`config.mk`:
```
export PLATFORM = sky130hd
export DESIGN_NAME = train_sample_feeder
export DESIGN_NICKNAME = d
export VERILOG_FILES = /design/src/rtl/train_pkg.sv /design/src/rtl/sample_store.sv /design/src/rtl/train_sample_feeder.sv
export SDC_FILE = /design/constraint.sdc
export NUM_CORES = 1
export LEC_CHECK = 0
export CORE_MARGIN = 2
export CORE_UTILIZATION = 30
export DETAILED_ROUTE_END_ITERATION = 10
export PLACE_DENSITY = 0.46
export SLEW_MARGIN = 25
export SYNTH_ARGS = -nofsm -noshare
export SYNTH_HDL_FRONTEND = slang
export SYNTH_SLANG_ARGS = --single-unit
```
`constraint.sdc`:
```
create_clock -name clk -period 6.5 [get_ports clk]
set_input_delay 1.3 -clock clk [delete_from_list [all_inputs] [get_ports clk]]
set_output_delay 1.3 -clock clk [all_outputs]
set_load 0.01 [all_outputs]
```
`src/rtl/train_pkg.sv`:
```
// Shared types for the perceptron training feeder: FSM states, sample layout
// and target encoding.
package train_pkg;

    localparam int X_W      = 7;
    localparam int T_W      = 2;
    localparam int SAMPLE_W = 2 * X_W + T_W;

    localparam logic signed [T_W-1:0] T_POS = 2'sb01;
    localparam logic signed [T_W-1:0] T_NEG = 2'sb11;

    typedef enum logic [1:0] {
        IDLE,
        FETCH,
        EVAL,
        DONE
    } state_t;

    typedef struct packed {
        logic signed [X_W-1:0] x1;
        logic signed [X_W-1:0] x2;
        logic [T_W-1:0]        t;
    } sample_t;

    // Targets are forced to +1/-1; only the sign bit of the loaded target matters.
    function automatic logic [T_W-1:0] norm_target(input logic neg);
        return neg ? T_NEG : T_POS;
    endfunction

endpackage

```
`src/rtl/sample_store.sv`:
```
// Training-sample buffer: DEPTH x 16-bit register array with synchronous write
// at the fill pointer, asynchronous read and a clearable sample count.
module sample_store
    import train_pkg::*;
#(
    parameter  int DEPTH = 16,
    localparam int AW    = $clog2(DEPTH),
    localparam int CW    = $clog2(DEPTH + 1)
) (
    input  logic                clk,
    input  logic                rst,
    input  logic                wr_en,
    input  logic [SAMPLE_W-1:0] wr_data,
    input  logic                clear,
    input  logic [AW-1:0]       rd_idx,
    output logic [SAMPLE_W-1:0] rd_data,
    output logic [CW-1:0]       count
);

    logic [SAMPLE_W-1:0] mem [DEPTH];

    always_ff @(posedge clk or negedge rst) begin
        if (!rst)
            count <= '0;
        else if (clear)
            count <= '0;
        else if (wr_en && count < CW'(DEPTH))
            count <= count + CW'(1);
    end

    // Contents need no reset: only entries below count are ever read.
    always_ff @(posedge clk) begin
        if (wr_en && !clear && count < CW'(DEPTH))
            mem[count[AW-1:0]] <= wr_data;
    end

    assign rd_data = mem[rd_idx];

endmodule

```
`src/rtl/train_sample_feeder.sv`:
```
// Replays a stored training set into the perceptron datapath epoch by epoch,
// pulsing weight updates on misclassification. TRAIN_ERR_LOG_EN adds last_err.
module train_sample_feeder
    import train_pkg::*;
#(
    parameter  int DEPTH     = 16,
    parameter  int MAX_EPOCH = 64,
    localparam int AW        = $clog2(DEPTH),
    localparam int CW        = $clog2(DEPTH + 1),
    localparam int EW        = $clog2(MAX_EPOCH + 1)
) (
    input  logic           clk,
    input  logic           rst,
    input  logic           load_valid,
    output logic           load_ready,
    input  logic [X_W-1:0] load_x1,
    input  logic [X_W-1:0] load_x2,
    input  logic [T_W-1:0] load_t,
    input  logic           clear,
    input  logic           start,
    output logic [X_W-1:0] x1out,
    output logic [X_W-1:0] x2out,
    output logic [T_W-1:0] tout,
    output logic           ldX1,
    output logic           ldX2,
    output logic           ldT,
    output logic           ldW1,
    output logic           ldW2,
    output logic           ldB,
    output logic           clr_w,
    input  logic           eq,
    output logic           busy,
    output logic           done,
    output logic           converged,
    output logic [EW-1:0]  epoch_cnt
`ifdef TRAIN_ERR_LOG_EN
    ,
    output logic [CW-1:0]  last_err
`endif
);

    state_t        state, state_n;
    logic [AW-1:0] idx, idx_n;
    logic [CW-1:0] err_cnt, err_n, err_eval;
    logic [EW-1:0] epoch_n;
    logic          conv_n;
    logic          start_ok, wr_en, store_clear;
    logic [CW-1:0] count;
    logic [SAMPLE_W-1:0] rd_data;
    sample_t       rd_smp;
    logic [X_W-1:0] hold_x1, hold_x2;
    logic [T_W-1:0] hold_t;
`ifdef TRAIN_ERR_LOG_EN
    logic [CW-1:0] last_err_n;
`endif

    sample_store #(.DEPTH(DEPTH)) u_store (
        .clk     (clk),
        .rst     (rst),
        .wr_en   (wr_en),
        .wr_data ({load_x1, load_x2, norm_target(load_t[1])}),
        .clear   (store_clear),
        .rd_idx  (idx),
        .rd_data (rd_data),
        .count   (count)
    );

    assign rd_smp = sample_t'(rd_data);

    always_ff @(posedge clk or negedge rst) begin
        if (!rst) begin
            state     <= IDLE;
            idx       <= '0;
            err_cnt   <= '0;
            epoch_cnt <= '0;
            converged <= 1'b0;
        end else begin
            state     <= state_n;
            idx       <= idx_n;
            err_cnt   <= err_n;
            epoch_cnt <= epoch_n;
            converged <= conv_n;
        end
    end

`ifdef TRAIN_ERR_LOG_EN
    always_ff @(posedge clk or negedge rst) begin
        if (!rst)
            last_err <= '0;
        else
            last_err <= last_err_n;
    end
`endif

    // Datapath inputs are transparent during FETCH and hold the last sample otherwise.
    always_ff @(posedge clk or negedge rst) begin
        if (!rst) begin
            hold_x1 <= '0;
            hold_x2 <= '0;
            hold_t  <= T_POS;
        end else if (state == FETCH) begin
            hold_x1 <= rd_smp.x1;
            hold_x2 <= rd_smp.x2;
            hold_t  <= rd_smp.t;
        end
    end

    assign x1out = (state == FETCH) ? rd_smp.x1 : hold_x1;
    assign x2out = (state == FETCH) ? rd_smp.x2 : hold_x2;
    assign tout  = (state == FETCH) ? rd_smp.t  : hold_t;
    assign clr_w = start_ok & rst;

    always_comb begin
        state_n     = state;
        idx_n       = idx;
        err_n       = err_cnt;
        epoch_n     = epoch_cnt;
        conv_n      = converged;
`ifdef TRAIN_ERR_LOG_EN
        last_err_n  = last_err;
`endif
        start_ok    = 1'b0;
        wr_en       = 1'b0;
        store_clear = 1'b0;
        load_ready  = 1'b0;
        ldX1 = 1'b0; ldX2 = 1'b0; ldT = 1'b0;
        ldW1 = 1'b0; ldW2 = 1'b0; ldB = 1'b0;
        busy        = 1'b0;
        done        = 1'b0;
        err_eval    = err_cnt;
        if (!eq && err_cnt != CW'(DEPTH))
            err_eval = err_cnt + CW'(1);

        case (state)
            IDLE: begin
                load_ready = (count < CW'(DEPTH)) && !start && !clear;
                wr_en      = load_valid && load_ready;
                if (clear)
                    store_clear = 1'b1;
                else if (start)
                    start_ok = 1'b1;
            end
            FETCH: begin
                busy    = 1'b1;
                ldX1    = 1'b1;
                ldX2    = 1'b1;
                ldT     = 1'b1;
                state_n = EVAL;
            end
            EVAL: begin
                busy = 1'b1;
                ldW1 = !eq;
                ldW2 = !eq;
                ldB  = !eq;
                if (CW'(idx) + CW'(1) < count) begin
                    idx_n   = idx + AW'(1);
                    err_n   = err_eval;
                    state_n = FETCH;
                end else begin
                    epoch_n = epoch_cnt + EW'(1);
`ifdef TRAIN_ERR_LOG_EN
                    last_err_n = err_eval;
`endif
                    if (err_eval == '0) begin
                        conv_n  = 1'b1;
                        state_n = DONE;
                    end else if (epoch_cnt + EW'(1) == EW'(MAX_EPOCH)) begin
                        conv_n  = 1'b0;
                        state_n = DONE;
                    end else begin
                        idx_n   = '0;
                        err_n   = '0;
                        state_n = FETCH;
                    end
                end
            end
            DONE: begin
                done = 1'b1;
                if (clear)
                    state_n = IDLE;
                else if (start)
                    start_ok = 1'b1;
            end
            default: state_n = IDLE;
        endcase

        if (start_ok) begin
            idx_n   = '0;
            err_n   = '0;
            epoch_n = '0;
            conv_n  = 1'b0;
            state_n = (count == '0) ? DONE : FETCH;
        end
    end

endmodule

```
==> parameters.txt, run 1 <==
Parameter                              Value

Routing
  Number of DRC markers in iteration 0 ... 386
  Via density per instance ... 4.86
  Total wirelength of the detailed-routed design ... 26.9 mm
  Remaining antenna violation count ... 0
  Vias ... 5779
  Final routed wire length divided by cell count ... 22.6 um
  Number of detailed-route iterations in the first pass ... 6
  Drc violations ... 0

Status
  Run status ... complete, no violations

Power
  Peak supply drop ... 0.000229 V
  Leakage power summed over all cells ... 4.35 nW
  Power density over cell area ... 377 nW/um^2

Global routing
  Overflow after GRT ... 0
  Via count of the first global-routing pass ... 6139
  Maximum number of pins on one net before global-route repair ... 43
  First-pass GRT wire length ... 40.1 mm
  All-layer global routing usage ... 14.0%
  Number of antenna violations at the first check in global routing ... 0

Placed design
  # port buffers ... 54
  Cells after DPL ... 1133
  Routability cong. ... 0.770
  Hpwl dp ... 15.7 mm

Die
  Area of the placeable core ... 37500 um^2
  Area of the die ... 39500 um^2
  Std-Cell Rows ... 71
  X dimension of the die ... 199 um
  Boundary pin count ... 56
  Effective utilization at floorplan ... 30.3%
  Floorplan die height ... 199 um

Clock network
  Cell chosen for the clock root ... sky130_fd_sc_hd__clkbuf_16
  Buffer levels on the longest clock path ... 3
  Number of CTS-inserted buffers ... 31
  Number of clock sinks ... 280
  Clock Pin Slew Worst Setup and Hold Paths ... 0.06 ns
  Post-CTS Setup Inserts ... 0
  Latest clock arrival within the worst-skew pair ... 0.56 ns
  Post-cts gate resize count ... 0
  Clock tree from TritonCTS ... built
  Max H-tree Level ... 1
  Hold Buf Count CTS ... 0

Worst setup path
  Peak fanout along the critical path ... 42
  CP Data Arrival Time ... 3.84 ns
  Element type at the critical path end ... output port
  Launching element type of the critical path ... flip-flop
  Critical setup path kind ... flip-flop to output port
  Required @ worst endpoint ... 5.20 ns

Timing
  Final count of pins violating max slew ... 0
  Post-route fraction of the period consumed by the critical path ... 79.2%
  Fin crit period ... 5.14 ns
  Achievable clock frequency ... 194 MHz
  Final count of negative-setup-slack endpoints ... 0
  Largest clock skew in the final design ... 0.0110 ns
  Setup_tns ... 0 ns
  Unrepaired setup endpoints after global routing ... false
  Relative slew slack ... 31.5%
  Least-Margin Pin Slew ... 1.03 ns
  Fin. Hold Viols ... 0

Yosys
  Post-synthesis sequential element count ... 280
  Avg Synthesized Cell Area ... 19.7 um^2
  Total nets after synthesis ... 615
  Post-synth EDFFs ... 240
  Gate count of the mapped netlist ... 577
  Async SR Flop Fraction ... 14.3%
  Sequential element share of the synthesized area ... 72.2%
  Combined area of all synthesized cells ... 11400 um^2
  Synth Flop Type ... sky130_fd_sc_hd__edfxtp_1
  Cell taking the most area after synthesis ... sky130_fd_sc_hd__edfxtp_1
  Unique cell type count in the Yosys netlist ... 51
  Warning count from the yosys run ... 0
  Fraction of synthesized cell area taken by the top area cell type ... 63.4%
  Top cells by area, synth ... sky130_fd_sc_hd__edfxtp_1 63%, sky130_fd_sc_hd__mux4_2 15%, sky130_fd_sc_hd__dfrtp_1 8.6%

Cells and area
  Area of the multi-input gates ... 3010 um^2
  Commonest non-fill, non-tap cell in the layout ... sky130_fd_sc_hd__edfxtp_1
  Area growth, synth to finish ... 19.5%
  Fill cell count ... 3566
  Register area ... 8210 um^2
  Commonest non-fill, non-tap cells in the layout ... 240 x sky130_fd_sc_hd__edfxtp_1, 75 x sky130_fd_sc_hd__mux4_2, 53 x sky130_fd_sc_hd__clkdlybuf4s50_1
  Layout cell share with drive strength beyond 1 ... 26.5%
  Inserted Diodes ... 0
  Net total in the final layout ... 693
  Final cell count without fillers ... 1190

Worst hold path
  Type of the tightest min-delay check ... flip-flop to flip-flop

Flow run
  Maximum capacitance violations ... 0
==> metal layers <==
metal  global-route usage, %  vias up  wire (um)
li1                        -     2508          -
met1                    19.3     3087      12000
met2                    23.3      143      13000
met3                    2.19       41       1270
met4                    3.51        0        599
met5                       0        -          0
==> cell families after synthesis <==
logic type	after synthesis	share of synthesized area, %
mux	96	16.9
xor+xnor	7	0.539
compound gates	41	2.49
simple gates	81	3.92
buf+inv	56	2.27
flops	280	72.2
fa+ha+maj	16	1.76
==> layout make-up <==
cell class / count / share of cell area (%)
Sequential cell: 280 / 60.4
Multi-Input combinational cell: 241 / 22.1
Timing Repair Buffer: 78 / 5.26
Inverter: 23 / 0.635
Clock buffer: 47 / 6.37
Tap cell: 511 / 4.70
Clock inverter: 10 / 0.479
==> per-stage QoR <==
step / setup WS [ns] / hold slack, ns / instance area (um^2) / util (%) / total power (W)
finish: 1.36 / 0.494 / 13600 / 36.3 / 0.00512
detailed placement: 1.78 / 0.484 / 12600 / 33.7 / 0.00358
global route: 1.10 / 0.511 / 13600 / 36.3 / 0.00539
floorplan: 2.22 / 0.513 / 11400 / - / 0.00307
CTS: 1.23 / 0.497 / 13600 / 36.2 / 0.00520
global placement: 1.83 / 0.478 / 12600 / 33.7 / 0.00355
==> path summary, 6_finish.rpt <==
kind	startpoint	end	slack, ns	cells after the start
worst min-delay path	hold_x1[1]	hold_x1[1]	0.49	1
worst max register to register	idx[1]	err_cnt[2]	2.76	9
max in group asynchronous	rst	idx[0]	5.12	2
worst max-delay path	idx[0]	x1out[0]	1.36	5
min in group asynchronous	rst	epoch_cnt[3]	0.86	2
worst min register to register	hold_x1[1]	hold_x1[1]	0.49	1
==> state kept, by name, summed over array words and instances, names as in the netlist <==
name and cells:
hold_x1 7, err_cnt 5, hold_x2 7, epoch_cnt 7
hold_t 2, idx 4, u_store.count 5, state 2
converged 1, u_store.mem 240
==> critical path, cell delays in order, from the launching register on <==
cell,delay [ns]
sky130_fd_sc_hd__dfrtp_4,0.97
sky130_fd_sc_hd__buf_4,0.41
sky130_fd_sc_hd__mux4_2,0.56
sky130_fd_sc_hd__mux4_2,0.50
sky130_fd_sc_hd__mux2_2,0.30
sky130_fd_sc_hd__clkdlybuf4s50_1,0.48
==> report_power, final <==
| part | leakage (nW) | internal [W] | switching [W] |
|---|---|---|---|
| Combinational | 1.24 | 0.000685 | 0.000646 |
| Clock | 0.455 | 0.000917 | 0.000684 |
| Sequential | 2.66 | 0.00205 | 0.000143 |
==> synth_stat cells, drive strengths merged (11+ instances only) <==
| cell type | number |
|---|---|
| inv | 22 |
| mux4 | 75 |
| clkbuf | 18 |
| dfrtp | 39 |
| nor2 | 11 |
| ha | 16 |
| nor4 | 11 |
| buf | 15 |
| a21oi | 11 |
| edfxtp | 240 |
| nand2 | 14 |
| nand3 | 13 |
| mux2 | 15 |
No activity file was read; power rests on OpenSTA's default activity.
==> run 2: changes to the inputs <==
- PLACE_DENSITY: 0.46 -> 0.48
- clock period: 6.5 -> 4.1 ns (I/O delays scaled with it)
==> run 2 against run 1 <==
  * Routed wire length fell by 2.9%
  * Critical endpoint is now x1out[5]
  * Global-route usage fell by 0.46 points
  * Utilization rose by 0.28 points
  * Combinational power rose by 68%
  * Sequential share of layout area fell by 0.47 points
  * Worst setup slack got worse by 1.2 ns
  * Design area rose by 0.78%
==> parameters.txt, run 2 (synthesis results as in run 1) <==
Parameter                              Value

Die
  Floorplan die height ... 199 um
  X dimension of the die ... 199 um
  Boundary pin count ... 56
  Area of the die ... 39500 um^2
  Std-Cell Rows ... 71
  Effective utilization at floorplan ... 30.3%
  Area of the placeable core ... 37500 um^2

Cells and area
  Fill cell count ... 3500
  Net total in the final layout ... 699
  Commonest non-fill, non-tap cell in the layout ... sky130_fd_sc_hd__edfxtp_1
  Commonest non-fill, non-tap cells in the layout ... 240 x sky130_fd_sc_hd__edfxtp_1, 75 x sky130_fd_sc_hd__mux4_2, 48 x sky130_fd_sc_hd__clkdlybuf4s50_1
  Area growth, synth to finish ... 20.5%
  Max reg flops ... 240
  Layout cell share with drive strength beyond 1 ... 26.9%

Timing
  Least-Margin Pin Slew ... 0.764 ns
  Fin. Hold Viols ... 0
  Final count of pins violating max slew ... 0
  Final count of negative-setup-slack endpoints ... 0
  Largest clock skew in the final design ... 0.0483 ns
  Fin crit period ... 3.96 ns
  Final critical-path setup slack ... 0.136 ns
  Achievable clock frequency ... 252 MHz
  Relative slew slack ... 48.9%
  Unrepaired setup endpoints after global routing ... false
  Post-route fraction of the period consumed by the critical path ... 96.7%
  Setup_tns ... 0 ns

Clock network
  Cell chosen for the clock root ... sky130_fd_sc_hd__clkbuf_16
  Max H-tree Level ... 1
  Clock tree from TritonCTS ... built
  Post-CTS Setup Inserts ... 0
  Number of CTS-inserted buffers ... 30
  Post-cts gate resize count ... 0
  Number of clock sinks ... 280
  Clock Pin Slew Worst Setup and Hold Paths ... 0.06 ns
  Buffer levels on the longest clock path ... 3
  Latest clock arrival within the worst-skew pair ... 0.58 ns
  Hold Buf Count CTS ... 0

Placed design
  # port buffers ... 54
  Post-Place Setup Slack ... 0.518 ns
  Hpwl dp ... 14.9 mm
  Routability cong. ... 0.765

Worst setup path
  Worst-case register-to-register setup slack ... 1.07 ns
  CP Data Arrival Time ... 3.14 ns
  Peak fanout along the critical path ... 26
  Origin of the critical flop-to-flop path ... idx[0]
  Required @ worst endpoint ... 3.28 ns
  Worst R2R Path Depth ... 9
  Critical setup path kind ... flip-flop to output port
  Launching element type of the critical path ... flip-flop
  Element type at the critical path end ... output port
  Worst R2R End ... err_cnt[2]

Global routing
  Met3 GRT Util ... 1.98%
  Highest-utilization routing layer at the global route stage ... met2
  Met1 Resource Use GR ... 18.8%
  Global-route met2 utilization ... 22.5%
  First-pass GRT wire length ... 39.0 mm
  Via count of the first global-routing pass ... 5998
  Maximum number of pins on one net before global-route repair ... 41
  Overflow after GRT ... 0
  All-layer global routing usage ... 13.5%
  Number of antenna violations at the first check in global routing ... 1

Routing
  Number of detailed-route iterations in the first pass ... 4
  Vias ... 5735
  Remaining antenna violation count ... 0
  Total wirelength of the detailed-routed design ... 26.1 mm
  Via density per instance ... 4.79
  Final routed wire length divided by cell count ... 21.8 um
  Drc violations ... 0
  Number of DRC markers in iteration 0 ... 328

Worst hold path
  Type of the tightest min-delay check ... primary input to async pin

Power
  Power density over cell area ... 596 nW/um^2
  Internal cell power ... 0.00584 W
  Leakage power summed over all cells ... 4.46 nW
  Switching part of the total power ... 28.4%
  Peak supply drop ... 0.000419 V
  Clock share of power ... 31.4%
  Flop pwr share ... 41.3%
  Switching power ... 0.00232 W
  Relative contribution of combinational cells to total power ... 27.3%

Flow run
  Maximum capacitance violations ... 0

Status
  Run status ... complete, no violations
[run 2: cell types whose count changed in the layout (fill, tap and decap cells not counted), moves of 2 or more]
cell / before / now
sky130_fd_sc_hd__clkinv_2: 6 / 9
sky130_fd_sc_hd__nor2_2: 3 / 1
sky130_fd_sc_hd__clkbuf_8: 3 / 0
sky130_fd_sc_hd__buf_4: 24 / 26
sky130_fd_sc_hd__nor2_1: 7 / 10
sky130_fd_sc_hd__clkdlybuf4s50_1: 53 / 48
sky130_fd_sc_hd__nor4_2: 6 / 8
sky130_fd_sc_hd__bufinv_16: 0 / 2
sky130_fd_sc_hd__clkinv_1: 3 / 5
sky130_fd_sc_hd__clkbuf_1: 13 / 10
sky130_fd_sc_hd__nor4_4: 2 / 0
sky130_fd_sc_hd__dlymetal6s2s_1: 0 / 5
sky130_fd_sc_hd__buf_12: 0 / 3
[run 2: layout make-up]
| class | count | area (um^2) | area share, % |
|---|---|---|---|
| Sequential cell | 280 | 8210 | 59.9 |
| Multi-Input combinational cell | 241 | 2980 | 21.7 |
| Timing Repair Buffer | 85 | 842 | 6.15 |
| Clock buffer | 40 | 788 | 5.75 |
| Tap cell | 511 | 639 | 4.67 |
| Clock inverter | 16 | 150 | 1.10 |
| Inverter | 23 | 86.3 | 0.630 |
| Antenna cell | 1 | 2.50 | 0.0183 |
[run 2: power by group through the flow]
stage	combinational, W	clock (W)	sequential [W]
after floorplan	0.00149	0	0.00337
after global placement	0.00223	0	0.00343
after detailed placement	0.00226	0	0.00343
after CTS	0.00228	0.00264	0.00337
after global routing	0.00243	0.00275	0.00340
final	0.00223	0.00256	0.00338
[run 2: per-layer routing]
| layer | wire length [um] | share of wire (%) |
|---|---|---|
| met2 | 12500 | 48 |
| met1 | 11800 | 45 |
| met4 | 529 | 2.0 |
| met5 | 0 | 0 |
| met3 | 1170 | 4.5 |
[run 2: how the worst max path moves through the flow]
stage	startpoint	end	slack (ns)	depth (start not counted)
floorplan	clear	u_store.mem[0][10]	0.30	4
global placement	clear	u_store.mem[15][6]	0.57	6
detailed placement	clear	u_store.mem[15][6]	0.52	6
CTS	idx[0]	x1out[4]	0.002	5
global route	idx[0]	x2out[4]	0.01	5
finish	idx[0]	x1out[5]	0.14	5
[run 2: stage by stage]
stage	power, W	hold slack, ns	utilization (%)	instances	area, um^2
finish	0.00817	0.392	36.6	1197	13700
global route	0.00858	0.433	36.5	1196	13700
CTS	0.00829	0.395	36.5	1196	13700
detailed placement	0.00570	0.486	34.0	1140	12700
global placement	0.00566	0.479	34.0	1140	12700
floorplan	0.00486	0.513	-	577	11400
[run 2: worst max-delay path: stages, from the launching register on]
cell and delay (ns):
sky130_fd_sc_hd__dfrtp_4 0.54, sky130_fd_sc_hd__buf_16 0.26, sky130_fd_sc_hd__mux4_2 0.53, sky130_fd_sc_hd__mux4_2 0.49
sky130_fd_sc_hd__mux2_2 0.29, sky130_fd_sc_hd__clkdlybuf4s50_1 0.48
